$ cat src/rtl/bit_serializer_pkg.sv
// Shared types and defaults for the serial stream front end.
package bit_serializer_pkg;

  typedef enum logic {
    IDLE  = 1'b0,
    SHIFT = 1'b1
  } state_t;

  localparam int   DEF_DATA_W   = 8;
  localparam logic DEF_IDLE_BIT = 1'b0;

endpackage

$ cat src/rtl/serializer_hold_reg.sv
// One-entry holding register: a write fills it, a read-consume empties it.
module serializer_hold_reg
  import bit_serializer_pkg::*;
#(
  parameter int DATA_W = DEF_DATA_W
) (
  input  logic              clk,
  input  logic              rst,
  input  logic              wr_en,
  input  logic [DATA_W-1:0] wr_data,
  input  logic              rd_en,
  output logic [DATA_W-1:0] rd_data,
  output logic              full
);

  logic [DATA_W-1:0] data_q;

  always_ff @(posedge clk) begin
    if (rst) begin
      full <= 1'b0;
    end else if (wr_en) begin
      full <= 1'b1;
    end else if (rd_en) begin
      full <= 1'b0;
    end
  end

  // Payload carries no reset; full alone says whether it is meaningful.
  always_ff @(posedge clk) begin
    if (wr_en) begin
      data_q <= wr_data;
    end
  end

  assign rd_data = data_q;

endmodule

$ cat src/rtl/bit_serializer.sv
// Parallel-to-serial converter with a one-word holding slot for gapless streaming.
module bit_serializer
  import bit_serializer_pkg::*;
#(
  parameter int   DATA_W    = DEF_DATA_W,
  parameter bit   MSB_FIRST = 1'b1,
  parameter logic IDLE_BIT  = DEF_IDLE_BIT
) (
  input  logic              clk,
  input  logic              rst,
  input  logic [DATA_W-1:0] in_data,
  input  logic              in_valid,
  output logic              in_ready,
  output logic              out_bit,
  output logic              out_valid,
  output logic              out_last,
  output logic              busy
);

  localparam int                CNT_W    = $clog2(DATA_W);
  localparam logic [CNT_W-1:0] CNT_LAST = CNT_W'(DATA_W - 1);

  function automatic logic head_bit(input logic [DATA_W-1:0] s);
    return MSB_FIRST ? s[DATA_W-1] : s[0];
  endfunction

  function automatic logic [DATA_W-1:0] advance(input logic [DATA_W-1:0] s);
    return MSB_FIRST ? {s[DATA_W-2:0], 1'b0} : {1'b0, s[DATA_W-1:1]};
  endfunction

  state_t            state, state_nxt;
  logic [DATA_W-1:0] shift_q, shift_nxt, pend_data;
  logic [CNT_W-1:0]  cnt_q, cnt_nxt;
  logic              pend_full, accept, last_bit, load_in, load_pend, pend_wr;
  logic              out_bit_d, out_valid_d, out_last_d;

  // Ready comes from the holding flag (and reset), never from in_valid.
  assign in_ready  = !pend_full && !rst;
  assign accept    = in_valid && in_ready;
  assign last_bit  = (state == SHIFT) && (cnt_q == CNT_LAST);
  assign load_pend = last_bit && pend_full;
  assign load_in   = accept && ((state == IDLE) || (last_bit && !pend_full));
  assign pend_wr   = accept && !load_in;
  assign busy      = (state == SHIFT) || pend_full;

  serializer_hold_reg #(.DATA_W(DATA_W)) u_hold (
    .clk     (clk),
    .rst     (rst),
    .wr_en   (pend_wr),
    .wr_data (in_data),
    .rd_en   (load_pend),
    .rd_data (pend_data),
    .full    (pend_full)
  );

  always_ff @(posedge clk) begin
    if (rst) begin
      state <= IDLE;
    end else begin
      state <= state_nxt;
    end
  end

  always_comb begin
    state_nxt = state;
    case (state)
      IDLE:    if (load_in) state_nxt = SHIFT;
      SHIFT:   if (last_bit && !load_in && !load_pend) state_nxt = IDLE;
      default: state_nxt = IDLE;
    endcase
  end

  // A queued word wins over a same-cycle bypass; in_ready is low then anyway.
  always_comb begin
    shift_nxt = shift_q;
    cnt_nxt   = cnt_q;
    if (load_pend) begin
      shift_nxt = pend_data;
      cnt_nxt   = '0;
    end else if (load_in) begin
      shift_nxt = in_data;
      cnt_nxt   = '0;
    end else if (state == SHIFT) begin
      shift_nxt = advance(shift_q);
      cnt_nxt   = last_bit ? '0 : cnt_q + 1'b1;
    end
  end

  always_ff @(posedge clk) begin
    shift_q <= shift_nxt;
  end

  always_ff @(posedge clk) begin
    if (rst) begin
      cnt_q <= '0;
    end else begin
      cnt_q <= cnt_nxt;
    end
  end

  always_comb begin
    out_valid_d = (state_nxt == SHIFT);
    out_bit_d   = out_valid_d ? head_bit(shift_nxt) : IDLE_BIT;
    out_last_d  = out_valid_d && (cnt_nxt == CNT_LAST);
  end

  // Output stage: registered copies of the next-cycle bit and frame markers.
  always_ff @(posedge clk) begin
    if (rst) begin
      out_bit   <= IDLE_BIT;
      out_valid <= 1'b0;
      out_last  <= 1'b0;
    end else begin
      out_bit   <= out_bit_d;
      out_valid <= out_valid_d;
      out_last  <= out_last_d;
    end
  end

endmodule
$ cat config.mk
export PLATFORM = sky130hd
export DESIGN_NAME = bit_serializer
export DESIGN_NICKNAME = d
export VERILOG_FILES = /design/src/rtl/bit_serializer_pkg.sv /design/src/rtl/serializer_hold_reg.sv /design/src/rtl/bit_serializer.sv
export SDC_FILE = /design/constraint.sdc
export NUM_CORES = 1
export LEC_CHECK = 0
export CAP_MARGIN = 5
export CORE_MARGIN = 1
export CORE_UTILIZATION = 55
export DETAILED_ROUTE_END_ITERATION = 8
export GPL_ROUTABILITY_DRIVEN = 0
export PLACE_DENSITY = 0.81
export SKIP_LAST_GASP = 1
export SYNTH_ARGS = -nofsm -noshare
export SYNTH_HDL_FRONTEND = slang
export SYNTH_SLANG_ARGS = --single-unit
$ cat constraint.sdc
create_clock -name clk -period 2.9 [get_ports clk]
set_input_delay 0.435 -clock clk [delete_from_list [all_inputs] [get_ports clk]]
set_output_delay 0.435 -clock clk [all_outputs]
set_load 0.01 [all_outputs]
* Word-level counts from Yosys, hierarchy flattened *
Cells that the tools add are included.

word-level totals
  output and inout bits = 5
  bits of input ports = 11
  word-level logic and storage cells = 44
  flip-flop bits (word level) = 23

operators by class
  add/sub/neg operators = 1
  mux-type cells = 12
  eq/ne operators = 2
  reductions and logical operators = 19
  bitwise gates (word level) = 2

operators by type and width
  cell                                                            number
  8-bit 2-to-1 mux                                                3
  3-bit 2-to-1 mux                                                4
  1-bit logical AND                                               10
  3-bit equality test (second input constant)                     2
  1-bit zero test                                                 4
  1-bit 2-to-1 mux                                                4
  3-bit by 1-bit adder with 3-bit output (second input constant)  1
  3-bit nonzero test                                              1
  1-bit logical OR                                                2
  1-bit inverter                                                  2
  1-bit case mux with 2 select lines                              1
  2-bit nonzero test                                              1
  2-bit OR reduction                                              1

* Depth between registers and ports, before layout *
Gate-level depths: netlist of run 1.

  depth in word-level cells = 12
  gate-level depth with buffers = 7
  gate-level depth less buffers = 6

* Hierarchy *
From an unflattened synthesis of run 1, not the netlist that was laid out.

unflattened totals
  cells, all modules = 94
  area, all modules = 1,032.2 um2

modules (own cells, without submodules)
  module               cells an instance  instances  seq. area each (um2)  area an instance (um2)
  bit_serializer       82                 1          350.3                 753.2
  serializer_hold_reg  12                 1          260.2                 279.0

* Worst setup path before layout of run 1 *
No wires, ideal clock.

  kind = input to register
  start = input port rst
  end = register u_hold.data_q[0] (netlist: u_hold.rd_data[0]) (enable)
  setup time = 0.370 ns
  data required time = 2.530 ns
  path buffers = 1
  cell stages on the path = 3
  arrival = 1.332 ns
  setup slack = 1.198 ns
  cells stage by stage = or3b_4 buf_6 nor2_1

between the ends
  word-level cells in the longest chain between the ends = 6

ends and longest elaborated chain
  element               RTL line                   RTL
  from (decl)           bit_serializer.sv:10       input logic rst,
  1-bit zero test *     bit_serializer.sv:38       assign in_ready = !pend_full && !rst;
  1-bit logical AND *   bit_serializer.sv:38
  1-bit logical AND *   bit_serializer.sv:39       assign accept = in_valid && in_ready;
  1-bit logical AND     bit_serializer.sv:42       assign load_in = accept && ((state == IDLE) || (last_bit && !pend_full));
  1-bit zero test       bit_serializer.sv:43       assign pend_wr = accept && !load_in;
  1-bit logical AND *   bit_serializer.sv:43
  net pend_wr           bit_serializer.sv:34       logic pend_full, accept, last_bit, load_in, load_pend, pend_wr;
  to (signal assigned)  serializer_hold_reg.sv:31  data_q <= wr_data;
  to (decl)             serializer_hold_reg.sv:16  logic [DATA_W-1:0] data_q;

Mark *: on every way through the listed nets, which the timed path passes. The rest lies on a longest branch.
A chain may end at the register's enable or synchronous reset.

==> results of run 1 <==
[sequential cells by signal, indices dropped and copies added, names as in the netlist]
register	flops
u_hold.full	1
out_valid	1
out_bit	1
out_last	1
cnt_q	3
u_hold.rd_data	8
shift_q	8
[power groups by stage]
stage	clock network, mW	registers, mW	logic, mW
finish	0.143	0.385	0.0846
global route	0.161	0.388	0.0914
CTS	0.144	0.386	0.0838
detailed placement	0	0.393	0.0832
global placement	0	0.392	0.0823
floorplan	0	0.387	0.0532
[worst max-delay path: cells and delay by family, from the launching register on]
family	cells	cell delay (ns)
simple gates	1	0.21
buf+inv	1	0.53
flops	1	0.74
[area by class of cell]
cell class                 instances  area (µm²)  area share (%)
sequential                        23         611            50.2
timing repair buffer              16         158            13.0
inverter                           2        7.51           0.617
tap                               25        31.3            2.57
clock buffer                       4        26.3            2.16
multi-input combinational         59         383            31.5
[path summary, 6_finish.rpt]
path / from / end / slack (ns) / cells past startpoint
setup reg to reg: out_valid$_SDFF_PP0_ / shift_q[4]$_DFFE_PP_ / 0.87 / 4
hold / removal: cnt_q[2]$_SDFF_PP0_ / cnt_q[2]$_SDFF_PP0_ / 0.54 / 2
hold reg to reg: cnt_q[2]$_SDFF_PP0_ / cnt_q[2]$_SDFF_PP0_ / 0.54 / 2
setup / recovery: out_valid$_SDFF_PP0_ / busy / 0.68 / 2
[synthesized netlist by cell type]
| master | instances | share of area [%] |
|---|---|---|
| a211oi_1 | 2 | 1.5 |
| a211oi_2 | 1 | 1.2 |
| a21oi_1 | 3 | 1.5 |
| a22oi_1 | 1 | 0.73 |
| a31oi_1 | 6 | 3.6 |
| a32oi_1 | 1 | 0.85 |
| and2_1 | 1 | 0.60 |
| and3_1 | 1 | 0.60 |
| buf_2 | 3 | 1.5 |
| buf_6 | 1 | 1.1 |
| clkbuf_1 | 2 | 0.73 |
| dfxtp_1 | 8 | 15 |
| edfxtp_1 | 15 | 44 |
| ha_1 | 2 | 2.4 |
| inv_1 | 2 | 0.73 |
| mux2_2 | 1 | 1.1 |
| nand2_1 | 8 | 2.9 |
| nand2b_1 | 3 | 1.8 |
| nand3_1 | 1 | 0.48 |
| nand3b_1 | 1 | 0.73 |
| nor2_1 | 4 | 1.5 |
| nor2b_1 | 5 | 3.0 |
| nor3_2 | 1 | 0.97 |
| nor3b_1 | 5 | 3.6 |
| nor3b_2 | 2 | 2.4 |
| o21ai_0 | 2 | 0.97 |
| o21ai_1 | 6 | 2.9 |
| or2_2 | 1 | 0.60 |
| or3b_4 | 1 | 1.1 |
[layer usage]
| layer | vias up | track usage [%] | routed length (µm) |
|---|---|---|---|
| li1 | 356 | - | - |
| met1 | 339 | 29.2 | 870 |
| met2 | 22 | 30.7 | 904 |
| met3 | 8 | 3.57 | 67 |
| met4 | 0 | 10.9 | 47 |
| met5 | - | 0 | 0 |
[cells by family after synthesis]
family | count (synthesis) | synth area share (%)
AO/OA/AOI/OAI | 22 | 13.2
adder cells (fa/ha/maj) | 2 | 2.42
buffers and inverters | 8 | 3.99
flip-flops | 23 | 59.0
multiplexers | 1 | 1.09
AND/OR/NAND/NOR | 34 | 20.3
[stage by stage]
step | setup slack, ns | utilization [%]
CTS | 0.664 | 69.7
floorplan | 1.20 | -
detailed placement | 0.623 | 68.2
finish | 0.678 | 69.7
global route | 0.585 | 69.7
global placement | 0.674 | 68.2
==> metrics.txt, run 1 <==
clock sink total 23; PostCTS Resize Cnt 0; Fin. Hold Viols 0; Leakage around 0.42 nW; Starting Density 59.3%; #FFs+latches synth 23; die height 45.4 µm; H-tree levels 1; fillcell total between 100 and 150; row cnt 15; vias in the first global route 622; P&R area growth vs syn 17.5%; largest stage delay on the critical path 0.74 ns; Switching Share between 20% and 30%; Worst Path Class, Setup reg2out; CTS buffer count 3; most frequent cells in the layout clkdlybuf4s50_1, edfxtp_1, nand2_1, dfxtp_1; Antenna Cells 0; Overflow after GRT 0; CP cell instances or2_2 > clkdlybuf4s50_1; Wirelength per Cell roughly 15 µm; outcome finished clean; share of cells above drive strength 1 around a tenth; CTS Hold Bufs 0; worst path required time ~2.5 ns; CTS max path bufs 2; Design Power 0.613 mW; Final Non-Filler Cells around 130; nets@finish between 100 and 150; logic gate share of total power between 10% and 20%; die area ~2000 µm²; Worst EP arrival 1.79 ns; final worst-path cycle share about 77%; Slew headroom 54.2%; core area ~1700 µm²; clock share of power 23.3%; DR DRC count 0; DRT Pass-1 Iters 4; Sequential Power Share 62.9%; Root Driver clkbuf_4; Avg Inst Size Synth ~11 µm²; placed cell area around 1200 µm²; drt initial violations 37; unrepaired setup endpoints after global routing no; power per cell area roughly 500 nW/µm²; Yosys cell types 29; Die Width between 40 and 50 µm; min cycle time layout roughly 2.2 ns; drt total wl between 1500 and 2000 µm; Tot GR Track Use ~21%; clk_skew 0.00234 ns; switching power total roughly 0.14 mW; max_cap viols 0; Post CTS Setup Buffer Count 0; TritonCTS clock tree yes; Placed Cells 125; Fmax around 450 MHz; first-pass GRT wire length 2890 µm; slew at the pin closest to its max-slew limit a little under 0.7 ns; slowest CP cell dfxtp_1; Warnings, synthesis 0; worst skew pair latency 0.30 ns; worst min-delay path class reg2reg; Avg Vias per Cell about 5.6; io pins 16; ANT nets after route 0; largest net degree at the start of global routing 22; HPWL after DPL 1290 µm; Clk pin slew, worst setup/hold paths 0.12 ns; Setup Viol. Count Final 0; internal power 0.471 mW; Worst IR Drop VDD about 0.3 mV; DR vias between 700 and 800; PortBufs 15; initial antenna violation count 0; post-route cell area 1220 µm²; Seq/Total Area, Yosys slightly below 60%; CP Max Fanout 21; Hold Slack between 0.5 and 0.6 ns; Post-Syn Nets 103; final-report max-slew violation count 0; synthesized area roughly 1000 µm²; Setup crit end kind output pin; setup_tns 0 ns; Synth Instances 90; CP Launch Type flip-flop
No activity file was read; power rests on OpenSTA's default activity.
==> run 2, diff against run 1 <==
--- a/config.mk
+++ b/config.mk
@@ -7,10 +7,10 @@
 export LEC_CHECK = 0
 export CAP_MARGIN = 5
 export CORE_MARGIN = 1
-export CORE_UTILIZATION = 55
+export CORE_UTILIZATION = 51
 export DETAILED_ROUTE_END_ITERATION = 8
 export GPL_ROUTABILITY_DRIVEN = 0
-export PLACE_DENSITY = 0.81
+export PLACE_DENSITY = 0.76
 export SKIP_LAST_GASP = 1
 export SYNTH_ARGS = -nofsm -noshare
 export SYNTH_HDL_FRONTEND = slang
==> constraint.sdc (replaced) <==
create_clock -name clk -period 2.2 [get_ports clk]
set_input_delay 0.33 -clock clk [delete_from_list [all_inputs] [get_ports clk]]
set_output_delay 0.33 -clock clk [all_outputs]
set_load 0.01 [all_outputs]
==> run 2 against run 1 <==
Effect of this change: register-to-register slack worse by 0.49 ns; largest cell class unchanged; global-route usage is 0.99 points lower; wire length is 0.74% lower; critical path type unchanged; via count is 2.2% higher; final cell count is 3.9% higher; largest power group unchanged.
==> metrics.txt, run 2 (same netlist as run 1, synthesis figures left out) <==
outcome finished clean (unchanged); Leakage 0.441 nW (was 0.416 nW); initial antenna violation count 0 (unchanged); final-report max-slew violation count 0 (unchanged); H-tree levels 1 (unchanged); CTS max path bufs 2 (unchanged); DR DRC count 0 (unchanged); min cycle time layout 1.94 ns; DR vias 741 (was 725); PortBufs 15 (unchanged); internal power 0.629 mW (was 0.471 mW); Sequential Power Share 62.1% (was 62.9%); switching power total 0.186 mW (was 0.142 mW); Tot GR Track Use 19.7% (was 20.7%); ANT nets after route 0 (unchanged); post-route cell area 1250 µm² (was 1220 µm²); Setup Viol. Count Final 0 (unchanged); CP Launch Type flip-flop (unchanged); Worst Path Class, Setup reg2out (unchanged); worst path required time 1.87 ns (was 2.47 ns); slowest CP cell dfxtp_1 (unchanged); post-placement setup slack 0.198 ns (was 0.623 ns); Switching Share 22.8% (was 23.2%); Overflow after GRT 0 (unchanged); drt total wl 1880 µm (was 1890 µm); CP Max Fanout 14 (was 21); die area 2210 µm² (was 2060 µm²); TritonCTS clock tree yes (unchanged); worst min-delay path class reg2reg (unchanged); worst skew pair latency 0.30 ns (about the same); placed cell area 1230 µm² (was 1190 µm²); largest stage delay on the critical path 0.60 ns (was 0.74 ns); share of cells above drive strength 1 14.7% (was 10.6%); logic gate share of total power 15.0% (was 13.8%); final worst-path cycle share between 80% and 90%; Worst EP arrival 1.61 ns (was 1.79 ns); Worst IR Drop VDD 0.437 mV (was 0.298 mV); most frequent cells in the layout clkdlybuf4s50_1, edfxtp_1, nand2_1, dfxtp_1 (unchanged); Antenna Cells 0 (unchanged); largest net degree at the start of global routing 15 (was 22); HPWL after DPL 1380 µm (was 1290 µm); vias in the first global route 651 (was 622); drt initial violations 23 (was 37); slew at the pin closest to its max-slew limit 0.423 ns (was 0.685 ns); buffers and inverters on the worst path 1 (unchanged); crit-path leading delay family flip-flops (unchanged); DRT Pass-1 Iters 4 (unchanged); P&R area growth vs syn 21.2% (was 17.5%); Final Non-Filler Cells 134 (was 129); Die Width 47.0 µm (was 45.4 µm); Slew headroom 71.7% (was 54.2%); clock sink total 23 (unchanged); unrepaired setup endpoints after global routing no (unchanged); row cnt 15 (unchanged); clock share of power 22.9% (was 23.3%); setup_tns 0 ns (unchanged); Design Power 0.815 mW (was 0.613 mW); Root Driver clkbuf_4 (unchanged); die height 47.0 µm (was 45.4 µm); Placed Cells 130 (was 125); Starting Density 56.8% (was 59.3%); Fmax approximately 500 MHz; power per cell area 650 nW/µm² (was 504 nW/µm²); post-route core utilization 68.9% (was 69.7%); first-pass GRT wire length 2900 µm (was 2890 µm); final worst setup slack 0.256 ns (was 0.678 ns); CTS buffer count 3 (unchanged); io pins 16 (unchanged); max_cap viols 0 (unchanged); Hold Slack 0.527 ns (was 0.539 ns); core area 1820 µm² (was 1750 µm²); Avg Vias per Cell 5.53 (was 5.62); nets@finish 123 (was 118); CTS Hold Bufs 0 (unchanged); fillcell total 154 (was 138); Wirelength per Cell 14.0 µm (was 14.6 µm); PostCTS Resize Cnt 0 (unchanged); clk_skew 0.00236 ns (was 0.00234 ns); CP cell instances or2_2 > clkdlybuf4s50_1 (unchanged); Setup crit end kind output pin (unchanged); Clk pin slew, worst setup/hold paths 0.11 ns (was 0.12 ns); Post CTS Setup Buffer Count 0 (unchanged); Fin. Hold Viols 0 (unchanged)
[run 2: cell types whose count changed in the layout (fill, tap and decap cells not counted), sizes merged]
cell,change
buf,+5
[run 2: layer usage]
| metal | GRT usage [%] | part of all wire (%) | up-vias |
|---|---|---|---|
| li1 | - | - | 366 |
| met1 | 27.1 | 47 | 362 |
| met2 | 30.0 | 50 | 9 |
| met3 | 4.62 | 1.9 | 4 |
| met4 | 8.57 | 1.5 | 0 |
| met5 | 0 | 0 | - |
[run 2: final cells by class]
class	instances	area, µm²	share of cell area, %
Sequential cell	23	611	48.7
Multi-Input combinational cell	59	383	30.5
Timing Repair Buffer	21	195	15.6
Tap cell	25	31.3	2.50
Clock buffer	4	26.3	2.10
Inverter	2	7.51	0.599
[run 2: path summary, 6_finish.rpt]
check                                            end  cells after the start  slack (ns)                 start
worst min register to register   cnt_q[2]$_SDFF_PP0_                      2        0.53   cnt_q[2]$_SDFF_PP0_
worst min-delay path             cnt_q[2]$_SDFF_PP0_                      2        0.53   cnt_q[2]$_SDFF_PP0_
worst max register to register  shift_q[2]$_DFFE_PP_                      6        0.38   cnt_q[0]$_SDFF_PP0_
worst max-delay path                            busy                      2        0.26  out_valid$_SDFF_PP0_
[run 2: power groups by stage]
stage                     Clock [mW]  Sequential (mW)  Combinational (mW)
after global routing           0.215            0.510               0.134
after detailed placement           0            0.517               0.122
after global placement             0            0.515               0.120
after floorplan                    0            0.511              0.0702
final                          0.186            0.506               0.122
after CTS                      0.193            0.507               0.123
[run 2: worst min-delay path: stages (launching register included)]
cell and delay (ns):
dfxtp_1 0.35, nand3b_1 0.08, a21oi_1 0.06
